==> src/rtl/tremolo_mc.sv <==
// Multichannel tremolo: one shared LFO amplitude-modulates CH lanes through a single
// time-multiplexed DW x 9 multiplier, presenting all lanes together with one valid pulse.
module tremolo_mc #(
  parameter int unsigned DW      = 24,
  parameter int unsigned CH      = 2,
  parameter int unsigned PHASE_W = 24
) (
  input  logic                  clk_i,
  input  logic                  arst_n_i,
  input  logic                  sample_tick_i,
  input  logic [CH*DW-1:0]      data_i,
  input  logic [PHASE_W-1:0]    phase_inc_i,
  input  logic [1:0]            wave_i,
  input  logic [7:0]            level_i,
  input  logic                  spread_i,
  input  logic                  enable_i,
  output logic [CH*DW-1:0]      data_o,
  output logic                  valid_o,
  output logic                  busy_o,
  output logic                  overrun_o
);

  localparam int unsigned LW = (CH > 1) ? $clog2(CH) : 1;
  localparam int unsigned CW = $clog2(CH) + 1;
  localparam int unsigned SH = PHASE_W - $clog2(CH);

  localparam logic [1:0] StIdle = 2'd0;
  localparam logic [1:0] StRun  = 2'd1;
  localparam logic [1:0] StDone = 2'd2;

  logic [1:0]          state_q, state_d;
  logic [CW-1:0]       ch_cnt_q;
  logic [PHASE_W-1:0]  acc_q, acc_snap_q;
  logic [DW-1:0]       snap_q [CH];
  logic [DW-1:0]       shadow_q [CH];
  logic [1:0]          wave_q;
  logic [7:0]          level_q;
  logic                spread_q, enable_q;
  logic [8:0]          g_q, g_d;
  logic                s1_vld_q;
  logic [LW-1:0]       s1_lane_q;
  logic [CH*DW-1:0]    data_q, shadow_flat;
  logic                valid_q, ovr_q;

  logic                tick_accept, s0_act, s1_last;
  logic [LW-1:0]       lane0;
  logic [PHASE_W-1:0]  lane_off, p;
  logic [7:0]          u, m;
  logic [15:0]         lm;
  logic signed [DW-1:0] x, y;
  logic signed [DW+8:0] prod;

  assign busy_o      = (state_q != StIdle);
  assign tick_accept = sample_tick_i && (state_q == StIdle);
  assign s0_act      = (state_q == StRun) && (ch_cnt_q < CW'(CH));
  assign lane0       = ch_cnt_q[LW-1:0];

  // Stage 0: per-lane LFO phase, waveform and gain.
  always_comb begin
    lane_off = spread_q ? (PHASE_W'(lane0) << SH) : '0;
    p        = acc_snap_q + lane_off;
    u        = p[PHASE_W-1 -: 8];
    m        = 8'd0;
    case (wave_q)
      2'd0:    m = u[7] ? ~{u[6:0], 1'b0} : {u[6:0], 1'b0};
      2'd1:    m = u[7] ? 8'd0 : 8'd255;
      2'd2:    m = 8'd255 - u;
      default: m = u;
    endcase
    lm  = 16'(level_q) * 16'(m);
    g_d = 9'd256 - {1'b0, lm[15:8]};
  end

  // Stage 1: the only wide multiplier, shared across lanes.
  always_comb begin
    x       = snap_q[s1_lane_q];
    prod    = x * $signed({1'b0, g_q});
    y       = enable_q ? prod[DW+7:8] : x;
    s1_last = s1_vld_q && (s1_lane_q == LW'(CH - 1));
  end

  always_comb begin
    shadow_flat = '0;
    for (int k = 0; k < int'(CH); k++) begin
      shadow_flat[k*DW +: DW] = shadow_q[k];
    end
  end

  always_comb begin
    state_d = state_q;
    case (state_q)
      StIdle:  if (sample_tick_i) state_d = StRun;
      StRun:   if (s1_last) state_d = StDone;
      StDone:  state_d = StIdle;
      default: state_d = StIdle;
    endcase
  end

  always_ff @(posedge clk_i or negedge arst_n_i) begin
    if (!arst_n_i) begin
      state_q    <= StIdle;
      ch_cnt_q   <= '0;
      acc_q      <= '0;
      acc_snap_q <= '0;
      wave_q     <= '0;
      level_q    <= '0;
      spread_q   <= 1'b0;
      enable_q   <= 1'b0;
      g_q        <= '0;
      s1_vld_q   <= 1'b0;
      s1_lane_q  <= '0;
      data_q     <= '0;
      valid_q    <= 1'b0;
      ovr_q      <= 1'b0;
      for (int k = 0; k < int'(CH); k++) begin
        snap_q[k]   <= '0;
        shadow_q[k] <= '0;
      end
    end else begin
      state_q  <= state_d;
      valid_q  <= (state_q == StDone);
      ovr_q    <= sample_tick_i && busy_o;
      s1_vld_q <= s0_act;
      if (sample_tick_i) acc_q <= acc_q + phase_inc_i;
      if (tick_accept) begin
        ch_cnt_q   <= '0;
        acc_snap_q <= acc_q;
        wave_q     <= wave_i;
        level_q    <= level_i;
        spread_q   <= spread_i;
        enable_q   <= enable_i;
        for (int k = 0; k < int'(CH); k++) begin
          snap_q[k] <= data_i[k*DW +: DW];
        end
      end
      if (s0_act) begin
        ch_cnt_q  <= ch_cnt_q + 1'b1;
        g_q       <= g_d;
        s1_lane_q <= lane0;
      end
      if (s1_vld_q) shadow_q[s1_lane_q] <= y;
      if (state_q == StDone) data_q <= shadow_flat;
    end
  end

  assign data_o    = data_q;
  assign valid_o   = valid_q;
  assign overrun_o = ovr_q;

endmodule
==> config.mk <==
export PLATFORM = sky130hd
export DESIGN_NAME = tremolo_mc
export DESIGN_NICKNAME = d
export VERILOG_FILES = /design/src/rtl/tremolo_mc.sv
export SDC_FILE = /design/constraint.sdc
export NUM_CORES = 1
export LEC_CHECK = 0
export ABC_AREA = 0
export BUFFER_PORTS_ARGS = -buffer_cell sky130_fd_sc_hd__buf_2
export CAP_MARGIN = 20
export CORE_UTILIZATION = 65
export CTS_BUF_LIST = sky130_fd_sc_hd__clkbuf_4 sky130_fd_sc_hd__clkbuf_8
export CTS_CLUSTER_DIAMETER = 100
export DETAILED_ROUTE_END_ITERATION = 12
export GPL_ROUTABILITY_DRIVEN = 0
export PLACE_DENSITY = 0.86
export SYNTH_ARGS = -nofsm -noshare
export SYNTH_HDL_FRONTEND = slang
export SYNTH_SLANG_ARGS = --single-unit
export TNS_END_PERCENT = 100
==> constraint.sdc <==
create_clock -name clk_i -period 18.9 [get_ports clk_i]
set_clock_uncertainty 0.2 [all_clocks]
set_input_delay 3.78 -clock clk_i [delete_from_list [all_inputs] [get_ports clk_i]]
set_output_delay 3.78 -clock clk_i [all_outputs]
set_load 0.01 [all_outputs]
==> summary.txt <==
status = finished clean
top sig layer = met5
vias per cell = 5.69
slowest CP cell = dfrtp_1
Placement Rows = 61
Final #Nets = 2510
CP cell instances = buf_4 -> mux2_1 -> and2_1 -> fa_1 -> inv_1 -> fa_1 -> inv_1 -> fa_1 -> fa_1 -> inv_1 -> fa_1 -> inv_1 -> ha_1 -> nand2_1 -> a2111oi_0 -> a21bo_2 -> a21o_1 -> a31oi_1 -> nor2_1 -> a311oi_1 -> nor4_1 -> or3_1
Mean Syn Cell Area = 9.48 sq um
CTS-repair resized insts = 0
worst-path maximum fanout = 22
Die Wd = 172 microns
CTS tree = yes
R2R Path Start = s1_lane_q
Detailed Route WL = 42.0 mm
largest net degree at the start of global routing = 74
WP data required = 19.11 ns
Initial Utilization = 0.668
gr ovfl total = 0
Die Y = 172 microns
Synth cell types = 83
# Post-CTS Setup Buffers = 0
WL per Instance = 16.8 microns
H-tree Lvls = 2
clock sink count = 205
Hold Fails Final Rpt = 0
worst rel slew slack = 0.310
Critical Path AT = 7.85 ns
critical path's most frequent cell = fa_1
Max-Cap Viols = 0
synthesized-area fraction occupied by adder cells = 0.302
CP top delay family = adder cells
dpl hpwl = 31.6 mm
Worst-Margin Slew = 1.04 ns
Mapped Area = 18800 sq um
Critical Path Stages = 22
first-pass GRT wire length = 70.7 mm
number of flops mapped to enable cells by yosys = 0
Tcrit/Tclk final = 0.404
Critical Path Source = s1_lane_q
post-synthesis cell count = 1979
fmax = 131 MHz
unrepaired setup endpoints after global routing = no
worst hold-check path type = reg -> reg
vias after detailed routing = 14221
TritonCTS Buffers = 37
I/O Pins = 138
met2 wire length = 20.9 mm
Post-Syn Nets = 2395
xor/xnor share of the synthesized area = 0.0298
core footprint = 28100 sq um
DRC = 0
Clk Latency, worst-skew pair = 0.54 ns
Hold-fix buffers, CTS = 0
CP max stage delay = 0.72 ns
most common cell after layout, fill and taps aside = nand2_1
Synth warnings = 0
ANT nets after route = 0
gr usage total = 0.303
Seq cells post-synth = 205
Reg clk slew, reported paths = 0.08 ns
P&R area growth vs syn = 10.2%
root buffer cell = clkbuf_8
asr flop ratio synth = 1.00
# port buffers = 137
wire length on met1 = 17.3 mm
die area = 29500 sq um
Setup TNS Final = 0 ns
Worst Setup Path Type = reg -> reg
initial DRC count = 849
commonest non-fill, non-tap cells in the layout = nand2_1, inv_1, fa_1, dfrtp_1, and2_1
mux cell area share after synthesis = 0.0638
area fraction in and, or, nand and nor cells after synthesis = 0.178
Max clock buf depth = 3
final slew viol count = 0
share of layout cells above drive strength 1 = 0.154
Crit. End Element = flip-flop
Setup crit start kind = flip-flop
min cycle time layout = 7.64 ns
Synth Flop Type = dfrtp_1
met3 WL = 2.58 mm
vias in the first global route = 15007
Worst Reg2Reg Path Length in Cells = 22
Worst setup endpoint = shadow_flat[47]
First-pass DRT Iterations = 5
Reg-to-Reg End = shadow_flat[47]
Seq/Total Area, Yosys = 0.273
Synth Area in Compound Gates = 0.0850
antenna violations before repair = 2
largest family of logic cells by synthesized area = adder cells
flop2flop setup slack = 11.26 ns
WP buf/inv = 5
setup violators final = 0
cell usage after synthesis, types with 20 or more instances:
master | n | area share
and2_1 | 141 | 0.047
xor2_1 | 20 | 0.0093
xnor2_1 | 42 | 0.020
a21oi_1 | 36 | 0.0096
mux2_2 | 86 | 0.052
nand2b_1 | 24 | 0.0080
fa_1 | 206 | 0.22
ha_1 | 123 | 0.082
nor2_1 | 47 | 0.0094
nor2b_1 | 43 | 0.014
inv_1 | 266 | 0.053
clkbuf_1 | 59 | 0.012
dfrtp_1 | 205 | 0.27
a21o_1 | 20 | 0.0080
nand2_1 | 385 | 0.077
o21ai_0 | 79 | 0.021
how the worst min path moves through the flow:
stage / startpoint / end / slack (ns) / depth (start not counted)
finish: snap_q[36] / snap_q[36] / 0.27 / 2
global route: shadow_flat[29] / shadow_flat[29] / 0.29 / 2
CTS: snap_q[36] / snap_q[36] / 0.27 / 2
detailed placement: snap_q[36] / snap_q[36] / 0.26 / 2
global placement: snap_q[35] / snap_q[35] / 0.25 / 2
floorplan: state_q[1] / state_q[0] / 0.23 / 1
state kept, by name (all words and copies together), names as in the netlist:
| register | flops |
|---|---|
| acc_q | 24 |
| shadow_flat | 48 |
| s1_vld_q | 1 |
| snap_q | 48 |
| valid_o | 1 |
| state_q | 2 |
| g_q | 9 |
| wave_q | 2 |
| data_o | 48 |
| overrun_o | 1 |
| level_q | 8 |
| s1_lane_q | 1 |
| acc_snap_q | 8 |
| ch_cnt_q | 2 |
| enable_q | 1 |
| spread_q | 1 |
worst register-to-register path, stage by stage, from the launching register on:
cell and delay [ns]:
dfrtp_1 0.72, buf_4 0.43, mux2_1 0.51, and2_1 0.23
fa_1 0.48, inv_1 0.05, fa_1 0.47, inv_1 0.05
fa_1 0.50, fa_1 0.54, inv_1 0.05, fa_1 0.53
inv_1 0.04, ha_1 0.38, nand2_1 0.10, a2111oi_0 0.43
a21bo_2 0.30, a21o_1 0.25, a31oi_1 0.24, nor2_1 0.10
a311oi_1 0.44, nor4_1 0.10, or3_1 0.35
layout make-up:
cell class / instances / area (sq um)
flip-flops and latches: 205 / 5130
clock buffers: 52 / 653
inverters: 266 / 998
clock inverters: 14 / 283
diodes: 1 / 2.50
multi-input cells: 1436 / 12400
well taps: 378 / 473
repair buffers: 148 / 777
fillers: 1966 / 7400
per-layer routing:
metal,GRT usage,vias to the layer above
li1,-,6558
met2,0.532,440
met1,0.384,7125
met4,0.0985,2
met3,0.0469,96
met5,0,-
through the flow:
stage               utilization  instances  cell area (sq um)  hold slack [ns]  setup WS, ns
finish                    0.736       2500              20700            0.272         11.26
global route              0.736       2500              20700            0.292         10.93
detailed placement        0.703       2433              19700            0.259         11.43
floorplan                     -       1979              18800            0.231         11.85
CTS                       0.736       2499              20700            0.274         11.35
global placement          0.703       2433              19700            0.253         11.60
logic make-up after synthesis:
logic type / Yosys count
fa+ha+maj: 329
buf+inv: 338
simple gates: 704
mux: 107
compound gates: 233
xor+xnor: 63
flops: 205
Power is not shown: default switching activity piles up to over one toggle a cycle in this logic, so the estimate is an artifact.
